===== src/rtl/writeback_stage_pkg.sv =====
// Shared types and sizes for the writeback stage and its forwarding lookup.
package writeback_stage_pkg;
   localparam int REG_AW           = 6;
   localparam int REG_DW           = 16;
   localparam int WB_DEPTH_DEFAULT = 4;

   typedef struct packed {
      logic [REG_AW-1:0] addr;
      logic [REG_DW-1:0] data;
   } wb_entry_t;
endpackage


===== src/rtl/wb_fwd_lookup.sv =====
// Youngest-match search of pending writes for one read address.
// Only built when WB_FORWARD_EN is defined.
`ifdef WB_FORWARD_EN
module wb_fwd_lookup
   import writeback_stage_pkg::*;
#(
   parameter int DEPTH = WB_DEPTH_DEFAULT,
   parameter int PW    = $clog2(DEPTH),
   parameter int CW    = PW + 1
) (
   input  wb_entry_t [DEPTH-1:0] entries,
   input  logic [PW-1:0]         head,
   input  logic [CW-1:0]         count,
   input  wb_entry_t             port1,
   input  logic                  port1_en,
   input  wb_entry_t             port2,
   input  logic                  port2_en,
   input  logic [REG_AW-1:0]     rd_addr,
   output logic                  hit,
   output logic [REG_DW-1:0]     data
);
   logic [PW-1:0] idx;

   // Walk oldest to youngest so the last match (the youngest) wins.
   always_comb begin
      hit  = 1'b0;
      data = '0;
      idx  = '0;
      if (port1_en && port1.addr == rd_addr) begin
         hit  = 1'b1;
         data = port1.data;
      end
      if (port2_en && port2.addr == rd_addr) begin
         hit  = 1'b1;
         data = port2.data;
      end
      for (int i = 0; i < DEPTH; i++) begin
         idx = head + PW'(i);
         if (CW'(i) < count && entries[idx].addr == rd_addr) begin
            hit  = 1'b1;
            data = entries[idx].data;
         end
      end
   end
endmodule
`endif


===== src/rtl/writeback_stage.sv =====
// Final pipeline stage: in-order result queue draining into two register-file write ports.
// Define WB_FORWARD_EN to build the pending-write forwarding lookups.
module writeback_stage
   import writeback_stage_pkg::*;
#(
   parameter int DEPTH = WB_DEPTH_DEFAULT,
   parameter int AW    = REG_AW,
   parameter int DW    = REG_DW
) (
   input  logic          clock,
   input  logic          reset,
   input  logic          ex_valid,
   output logic          ex_ready,
   input  logic [AW-1:0] ex_addr,
   input  logic [DW-1:0] ex_data,
   input  logic          mem_valid,
   output logic          mem_ready,
   input  logic [AW-1:0] mem_addr,
   input  logic [DW-1:0] mem_data,
   output logic [AW-1:0] reg_wr1,
   output logic [DW-1:0] reg_wr1_data,
   output logic          reg_wr1_enable,
   output logic [AW-1:0] reg_wr2,
   output logic [DW-1:0] reg_wr2_data,
   output logic          reg_wr2_enable,
   input  logic [AW-1:0] fwd_rd1,
   input  logic [AW-1:0] fwd_rd2,
   input  logic [AW-1:0] fwd_rd3,
   output logic          fwd_hit1,
   output logic          fwd_hit2,
   output logic          fwd_hit3,
   output logic [DW-1:0] fwd_data1,
   output logic [DW-1:0] fwd_data2,
   output logic [DW-1:0] fwd_data3
);
   localparam int            PW      = $clog2(DEPTH);
   localparam int            CW      = PW + 1;
   localparam logic [CW-1:0] DEPTH_C = CW'(DEPTH);
   localparam logic [CW-1:0] TWO_C   = CW'(2);

   wb_entry_t     queue_reg [DEPTH];
   logic [PW-1:0] head_reg, tail_reg;
   logic [CW-1:0] count_reg;
   wb_entry_t     port1_reg, port2_reg;
   logic          en1_reg, en2_reg;

   logic          ex_push, mem_push;
   logic [CW-1:0] pop_cnt, push_cnt, count_next;
   logic [PW-1:0] mem_slot;

   // Readiness looks only at the occupancy before this cycle's pops.
   assign ex_ready   = count_reg < DEPTH_C;
   assign mem_ready  = count_reg <= (DEPTH_C - TWO_C);
   assign ex_push    = ex_valid & ex_ready;
   assign mem_push   = mem_valid & mem_ready;
   assign pop_cnt    = (count_reg >= TWO_C) ? TWO_C : count_reg;
   assign push_cnt   = CW'(ex_push) + CW'(mem_push);
   assign count_next = count_reg + push_cnt - pop_cnt;
   assign mem_slot   = ex_push ? tail_reg + PW'(1) : tail_reg;

   always_ff @(posedge clock) begin
      if (ex_push)
         queue_reg[tail_reg] <= '{addr: ex_addr, data: ex_data};
      if (mem_push)
         queue_reg[mem_slot] <= '{addr: mem_addr, data: mem_data};
   end

   always_ff @(posedge clock or posedge reset) begin
      if (reset) begin
         head_reg  <= '0;
         tail_reg  <= '0;
         count_reg <= '0;
         port1_reg <= '0;
         port2_reg <= '0;
         en1_reg   <= 1'b0;
         en2_reg   <= 1'b0;
      end else begin
         head_reg  <= head_reg + pop_cnt[PW-1:0];
         tail_reg  <= tail_reg + push_cnt[PW-1:0];
         count_reg <= count_next;
         en1_reg   <= (pop_cnt != '0);
         en2_reg   <= (pop_cnt == TWO_C);
         if (pop_cnt != '0)
            port1_reg <= queue_reg[head_reg];
         if (pop_cnt == TWO_C)
            port2_reg <= queue_reg[head_reg + PW'(1)];
      end
   end

   assign reg_wr1        = port1_reg.addr;
   assign reg_wr1_data   = port1_reg.data;
   assign reg_wr1_enable = en1_reg;
   assign reg_wr2        = port2_reg.addr;
   assign reg_wr2_data   = port2_reg.data;
   assign reg_wr2_enable = en2_reg;

`ifdef WB_FORWARD_EN
   wb_entry_t [DEPTH-1:0] entries_flat;
   logic [AW-1:0]         fwd_rd   [3];
   logic [2:0]            fwd_hit;
   logic [DW-1:0]         fwd_data [3];

   genvar gi;
   generate
      for (gi = 0; gi < DEPTH; gi++) begin : g_flat
         assign entries_flat[gi] = queue_reg[gi];
      end
   endgenerate

   assign fwd_rd[0] = fwd_rd1;
   assign fwd_rd[1] = fwd_rd2;
   assign fwd_rd[2] = fwd_rd3;

   generate
      for (gi = 0; gi < 3; gi++) begin : g_lookup
         wb_fwd_lookup #(.DEPTH(DEPTH), .PW(PW), .CW(CW)) u_lookup (
            .entries  (entries_flat),
            .head     (head_reg),
            .count    (count_reg),
            .port1    (port1_reg),
            .port1_en (en1_reg),
            .port2    (port2_reg),
            .port2_en (en2_reg),
            .rd_addr  (fwd_rd[gi]),
            .hit      (fwd_hit[gi]),
            .data     (fwd_data[gi])
         );
      end
   endgenerate

   assign fwd_hit1  = fwd_hit[0];
   assign fwd_hit2  = fwd_hit[1];
   assign fwd_hit3  = fwd_hit[2];
   assign fwd_data1 = fwd_data[0];
   assign fwd_data2 = fwd_data[1];
   assign fwd_data3 = fwd_data[2];
`else
   logic unused_fwd_rd;
   assign unused_fwd_rd = ^{fwd_rd1, fwd_rd2, fwd_rd3};
   assign fwd_hit1  = 1'b0;
   assign fwd_hit2  = 1'b0;
   assign fwd_hit3  = 1'b0;
   assign fwd_data1 = '0;
   assign fwd_data2 = '0;
   assign fwd_data3 = '0;
`endif
endmodule

===== config.mk =====
export PLATFORM = sky130hd
export DESIGN_NAME = writeback_stage
export DESIGN_NICKNAME = d
export VERILOG_FILES = /design/src/rtl/writeback_stage_pkg.sv /design/src/rtl/wb_fwd_lookup.sv /design/src/rtl/writeback_stage.sv
export SDC_FILE = /design/constraint.sdc
export NUM_CORES = 1
export LEC_CHECK = 0
export CELL_PAD_IN_SITES_DETAIL_PLACEMENT = 2
export CELL_PAD_IN_SITES_GLOBAL_PLACEMENT = 2
export CORE_MARGIN = 2
export CORE_UTILIZATION = 33
export CTS_CLUSTER_SIZE = 12
export DETAILED_ROUTE_END_ITERATION = 6
export PLACE_DENSITY = 0.83
export SYNTH_ARGS = -nofsm -noshare
export SYNTH_HDL_FRONTEND = slang
export SYNTH_SLANG_ARGS = --single-unit

===== constraint.sdc =====
create_clock -name clock -period 2.4 [get_ports clock]
set_input_delay 0.72 -clock clock [delete_from_list [all_inputs] [get_ports clock]]
set_output_delay 0.72 -clock clock [all_outputs]
set_load 0.02 [all_outputs]

==> summary.txt, run 1 <==
Run status
  – Outcome: finished, final reports clean

Synth
  – Post-synth EDFFs: 88
  – Top cells by area, synth: edfxtp_1 34%, dfrtp_1 17%, mux2_4 15%, mux4_2 13%, mux2_2 7.4%
  – Number of synthesized register bits: 141
  – Synth area leader: edfxtp_1
  – Most frequent cells after synthesis: 88 x edfxtp_1, 77 x mux2_4, 53 x buf_4, 53 x dfrtp_1, 51 x mux2_2
  – Yosys top cell area share: 0.3405
  – Post-synthesis sequential area ratio: 0.5114
  – Count leader, synth: edfxtp_1
  – Mapped Cells: 440
  – Post-Syn Area: 7761 um2
  – Yosys warning count: 0
  – Post-synth ARST share: 0.3759
  – Top_reg_cell synth: edfxtp_1
  – Netlist cell types: 33
  – Avg Cell Area, Syn: 17.64 um2

Global routing
  – Vias in the first global route: 4848
  – Total track usage: 0.1650
  – GRT overflow: 0
  – Largest net degree at the start of global routing: 28
  – Initial antenna violation count: 3
  – First-pass GRT wire length: 29750 um

Placement
  – Count of input and output buffers: 95
  – Dpl ws: -548.2 ps
  – RD Place Congestion: 0.6996
  – Detailed Place HPWL: 14030 um
  – # placed instances: 870

Cells and area
  – Max reg flops: 88
  – Area growth syn-to-layout: 29.07%
  – Post-Layout Cell Count: 905
  – Final Net Count: 647
  – Share of layout cells above drive strength 1: 0.4547
  – FILL cells: 2249

STA
  – Period minus WS final: 2339 ps
  – Worst slew pin tran: 537.1 ps
  – Worst rel slew slack: 0.6419
  – Max Freq: 0.4275 GHz
  – Slew Limit Fails: 0
  – Final worst slack: 60.63 ps
  – Worst Skew: 11.21 ps
  – WHS: 496.0 ps
  – Final hold vios: 0
  – Final setup vio count: 0
  – Final Cycle Share: 0.9747

Setup path
  – Critical path class: in2reg
  – Worst EP required: 2700 ps
  – Critical Path Sink Type: flip-flop
  – Largest stage delay on the critical path: 510 ps
  – Worst path buffer plus inverter count: 2
  – Worst Path Arrival: 2640 ps
  – Crit path cell chain: clkdlybuf4s50_1 > and2_4 > ha_4 > xnor2_4 > ha_2 > inv_1 > fa_2 > xnor2_2 > xnor2_1
  – Worst Path Max Fanout: 3
  – Crit path max-delay family: adder cells
  – Startpoint types: input port
  – Worst path slowest cell: clkdlybuf4s50_1

Detailed routing
  – Pre-Repair DR Iteration Count: 4
  – Post-DRT Antenna Nets: 0
  – Per-cell routed wire length: 21.88 um
  – Via density per instance: 4.649
  – DRC: 0
  – Final wirelength: 19800 um
  – Iter 0 DRT Violations: 170
  – Via count: 4207

Die
  – Die H: 157.4 um
  – Top Ports: 165
  – Initial Util: 0.3336
  – Die X: 157.4 um
  – CORE AREA: 23260 um2
  – Full die area: 24760 um2
  – Cell Rows: 56

CTS
  – Inserted Clock Buffers: 17
  – Clock sink count: 141
  – Clock Tree Buf Depth: 2
  – TritonCTS clock tree: yes
  – Clock transition at the registers of the reported paths: 60 ps
  – Worst skew pair latency: 420 ps
  – H-tree depth: 4
  – CTS root buffer: clkbuf_16

Power
  – Worst IR Drop VDD: 0.0004961 V
  – LEAKAGE: 3.846 nW
  – Clk network pwr share: 0.208
  – Power share of the combinational group: 0.473
  – Sequential power share: 0.319
  – Int Power: 8.923 mW
  – Switch share: 0.3352
  – Net switching power figure: 4.499 mW
  – Pwr dens: 1340 nW/um2

Hold path
  – Hold/Removal Path Class: reg2reg

Run
  – # Max-Cap Violations: 0
==> final cells by class <==
| cell class | instances | area (um2) | share of cell area |
|---|---|---|---|
| antenna | 1 | 2.502 | 0.0002498 |
| clock buffer | 21 | 460.4 | 0.04597 |
| multi-input combinational | 265 | 3422 | 0.3416 |
| clock inverter | 11 | 165.2 | 0.01649 |
| tap | 319 | 399.1 | 0.03985 |
| sequential | 141 | 3975 | 0.3968 |
| timing repair buffer | 137 | 1555 | 0.1553 |
| inverter | 10 | 37.54 | 0.003747 |
==> power by group through the flow <==
stage	registers (mW)	clock network [mW]	logic (mW)
6_report	4.28	2.79	6.35
5_1_grt	4.41	2.95	6.77
3_5_place_dp	4.32	0	6.23
4_1_cts	4.30	2.86	6.37
3_3_place_gp	4.21	0	5.95
2_1_floorplan	4.49	0	3.56
==> kinds of logic after synthesis <==
family / Yosys count / share of synthesized area
muxes: 178 / 0.3608
DFF: 141 / 0.5114
other: 1 / 0.0004832
adders and majority gates: 9 / 0.01548
xor gates and xnor gates: 8 / 0.009028
buffers and inverters: 84 / 0.08141
AOI/OAI and AO/OA: 6 / 0.005642
and+or+nand+nor: 13 / 0.01580
==> path summary, 6_finish.rpt <==
| kind | start | to | slack (ps) | cells past startpoint |
|---|---|---|---|---|
| max | mem_valid | count_reg[2]$_DFF_PP0_ | 60 | 9 |
| min | reg_wr1_data[14]$_DFFE_PP0P_ | reg_wr1_data[14]$_DFFE_PP0P_ | 500 | 1 |
| max reg2reg | count_reg[2]$_DFF_PP0_ | queue_reg[2][10]$_DFFE_PP_ | 180 | 9 |
| min reg2reg | reg_wr1_data[14]$_DFFE_PP0P_ | reg_wr1_data[14]$_DFFE_PP0P_ | 500 | 1 |
| max in group asynchronous | reset | reg_wr1_data[14]$_DFFE_PP0P_ | 1200 | 3 |
| min in group asynchronous | reset | reg_wr2_enable$_DFF_PP0_ | 640 | 2 |
==> worst reg2reg max path, delay by kind of cell, from the launching register on <==
kind,cells,cell delay (ps)
buffers and inverters,5,660
flip-flops,1,480
multiplexers,2,600
AND/OR/NAND/NOR,2,220
==> metrics by stage <==
| stage | util | cell area (um2) | power, mW | setup TNS, ps |
|---|---|---|---|---|
| CTS | 0.4290 | 9980 | 13.52 | 0 |
| global placement | 0.3992 | 9285 | 10.16 | -75630 |
| finish | 0.4306 | 10020 | 13.42 | 0 |
| floorplan | - | 7954 | 8.052 | 0 |
| detailed placement | 0.3992 | 9285 | 10.56 | -81790 |
| global route | 0.4306 | 10020 | 14.13 | -12.85 |
==> layer usage <==
layer,vias to the layer above,wire [um],global-route usage
li1,1841,-,-
met1,2245,7503,0.1794
met2,101,11110,0.3132
met3,18,908,0.04102
met4,2,265,0.05065
met5,-,13,0
==> what timing repair did <==
| action | CTS | global route |
|---|---|---|
| resized for setup | 9 | 5 |
| hold buffers | 0 | 0 |
| pin swaps | 3 | 1 |
| gates cloned | 0 | 0 |
| endpoints found under the setup margin | 123 | 2 |
| setup buffers | 2 | 0 |
==> cell usage in the layout, fill, tap and decap left out, types with 2 or more instances in the layout <==
cell type        synthesis  layout
clkinv_2                 0       3
dfrtp_2                  0       2
a21o_2                   0       4
clkbuf_8                 0       2
mux4_2                  44      44
clkinv_1                 1       2
buf_12                   4      23
clkbuf_1                 1       2
clkbuf_16                0      17
inv_1                    9       8
clkinv_4                 0       3
clkdlybuf4s50_1          0      93
conb_1                   1      51
mux2_2                  51      51
mux2_1                   5       5
nor2_1                   3       2
bufinv_16                0       4
xnor2_1                  7       5
ha_1                     8       6
mux2_4                  77      77
nor2_4                   1       2
nor2_8                   3       3
buf_4                   53      18
edfxtp_1                88      88
dlygate4sd2_1            0       2
dfrtp_1                 53      50
(Power assumes the default switching activity.)
==> inputs of run 2 (changes only) <==
- CORE_ASPECT_RATIO: not set -> 0.8
==> run 2 against run 1 <==
Sequential power is 0.9% lower. Largest cell class unchanged. Design area up 0.90%. Sequential share of layout area shrank 0.37 points. Hold slack hardly changed. Clock skew shrank 2.0 ps. Clock-buffer cell count grew 2. Clock power rose by 7.5%. Utilization up 0.37 points. Via count grew 0.90%. Total power is 1.9% higher. Die area about the same.
==> summary.txt, run 2 (synthesis results as in run 1) <==
CTS
  – Clock sink count: 141 (unchanged)
  – Clock transition at the registers of the reported paths: 70 ps (about the same)
  – Worst skew pair latency: 430 ps (about the same)
  – TritonCTS clock tree: yes
  – CTS root buffer: clkbuf_16
  – H-tree depth: 4 (unchanged)
  – Hold buffer count at cts: 0 (unchanged)
  – Inserted Clock Buffers: 17 (unchanged)
  – Clock Tree Buf Depth: 2 (unchanged)

Run status
  – Outcome: finished, final reports clean

Cells and area
  – Most frequent cells in the layout: 91 x clkdlybuf4s50_1, 88 x edfxtp_1, 77 x mux2_4
  – Final Net Count: 651 (+0.62%)
  – Share of layout cells above drive strength 1: 0.4550 (about the same)
  – Max reg flops: 88 (unchanged)
  – Most common cell after layout, fill and taps aside: clkdlybuf4s50_1
  – Area growth syn-to-layout: 30.23%
  – Final core utilization: 0.4343 (+0.003686)

Power
  – Total power: 13.68 mW (+1.9%)
  – Pwr dens: 1354 nW/um2 (+1.0%)
  – Worst IR Drop VDD: 0.0006412 V (+29%)
  – LEAKAGE: 3.924 nW (+2.0%)

STA
  – Worst slew pin tran: 583.5 ps (+46.33 ps)
  – Worst rel slew slack: 0.6110 (-0.03089)
  – Final Cycle Share: 0.9684 (-0.006346)
  – Final setup vio count: 0 (unchanged)
  – Slew Limit Fails: 0 (unchanged)
  – TNS Setup: 0 ps (unchanged)
  – Unrepaired setup endpoints after global routing: false
  – Worst Skew: 9.228 ps (-1.977 ps)
  – Period minus WS final: 2324 ps (-15.23 ps)
  – Max Freq: 0.4303 GHz (+0.66%)
  – WHS: 496.4 ps (+0.3150 ps)
  – Final hold vios: 0 (unchanged)

Setup path
  – Critical Path Sink Type: flip-flop
  – Worst Path Arrival: 2490 ps (-150 ps)
  – Most used cell, CP: buf_12
  – Critical path class: in2reg
  – Startpoint types: input port
  – Crit path max-delay family: buffers and inverters
  – Worst EP required: 2570 ps (-130 ps)
  – Worst path slowest cell: or3b_4
  – Crit path cell chain: dlygate4sd2_1 > buf_4 > xor2_1 > or3b_4 > nor2_8 > buf_12 > buf_12 > mux2_2
  – Worst Path Max Fanout: 6 (+3)
  – Largest stage delay on the critical path: 460 ps (-50 ps)
  – Worst path buffer plus inverter count: 4 (+2)

Detailed routing
  – DRC: 0 (unchanged)
  – Via density per instance: 4.706 (+1.2%)
  – Per-cell routed wire length: 22.86 um (+4.5%)
  – Final wirelength: 20620 um (+4.2%)
  – Post-DRT Antenna Nets: 0 (unchanged)
  – Pre-Repair DR Iteration Count: 4 (unchanged)
  – Via count: 4245 (+0.90%)
  – Iter 0 DRT Violations: 223 (+31%)

Placement
  – RD Place Congestion: 0.6924 (-1.0%)
  – Detailed Place HPWL: 14290 um (+1.9%)
  – Count of input and output buffers: 95 (unchanged)

Global routing
  – Vias in the first global route: 4956 (+2.2%)
  – Largest net degree at the start of global routing: 47 (+68%)
  – Total track usage: 0.1737 (+0.008752)
  – First-pass GRT wire length: 31140 um (+4.7%)
  – Initial antenna violation count: 2 (-1)
  – GRT overflow: 0 (unchanged)

Die
  – Top Ports: 165 (unchanged)
  – Die H: 141.2 um (-10%)
  – Initial Util: 0.3335 (about the same)
  – Full die area: 24770 um2 (about the same)
  – CORE AREA: 23270 um2 (about the same)
  – Die X: 175.5 um (+12%)
  – Cell Rows: 50 (-11%)

Run
  – # Max-Cap Violations: 0 (unchanged)

Hold path
  – Hold/Removal Path Class: reg2reg
-- run 2: cell types whose count changed in the layout (fill, tap and decap cells not counted), sizes merged, moves of 2 or more --
cell / before / now
clkdlybuf4s50: 93 / 91
buf: 42 / 44
clkinv: 8 / 3
dlymetal6s2s: 0 / 2
clkbuf: 21 / 24
bufbuf: 0 / 2
-- run 2: layer usage --
layer  vias to the layer above  track usage  wire length [um]
li1                       1858            -                 -
met1                      2269       0.2009              8138
met2                        96       0.3239             11350
met3                        20      0.03991               864
met4                         2      0.04437               257
met5                         -            0                13
-- run 2: path summary, 6_finish.rpt --
check | start | to | slack [ps] | depth (start not counted)
min | reg_wr1_data[12]$_DFFE_PP0P_ | reg_wr1_data[12]$_DFFE_PP0P_ | 500 | 1
max reg2reg | count_reg[2]$_DFF_PP0_ | queue_reg[2][21]$_DFFE_PP_ | 100 | 7
min reg2reg | reg_wr1_data[12]$_DFFE_PP0P_ | reg_wr1_data[12]$_DFFE_PP0P_ | 500 | 1
max | ex_valid | queue_reg[2][21]$_DFFE_PP_ | 80 | 8
min in group asynchronous | reset | reg_wr1[5]$_DFFE_PP0P_ | 660 | 2
max in group asynchronous | reset | reg_wr2_data[7]$_DFFE_PP0P_ | 1170 | 3
-- run 2: through the flow --
step / instance area, um2 / setup slack [ps] / std cells
6_report: 10110 / 75.86 / 902
3_5_place_dp: 9254 / -534.9 / 860
3_3_place_gp: 9254 / -464.9 / 860
2_1_floorplan: 7954 / 3.613 / 490
5_1_grt: 10100 / 35.11 / 901
4_1_cts: 10090 / 3.670 / 900
-- run 2: final cells by class --
type                       count  area, um2
timing repair buffer         141       1640
antenna                        1      2.502
fill                        2212      13170
clock buffer                  23      498.0
clock inverter                 9      178.9
tap                          312      390.4
sequential                   141       3974
inverter                      10      37.54
multi-input combinational    265       3386
-- run 2: repair_timing --
item	CTS	global route
cloned	2	0
pin swaps	3	2
hold endpoints to repair	0	0
endpoints found under the setup margin	112	25
resized for setup	8	5
buffers inserted	6	1
-- run 2: worst register-to-register path, cell delays in order (launching register included) --
cell and delay, ps:
dfrtp_1 500, a21oi_2 210, buf_4 150, or3b_4 440, nor2_8 160, buf_12 140, buf_12 120, mux2_2 330
-- run 2: power by group --
| group | switching (mW) | internal, mW |
|---|---|---|
| Combinational | 2.93 | 3.52 |
| Sequential | 0.601 | 3.63 |
| Clock | 1.02 | 1.99 |
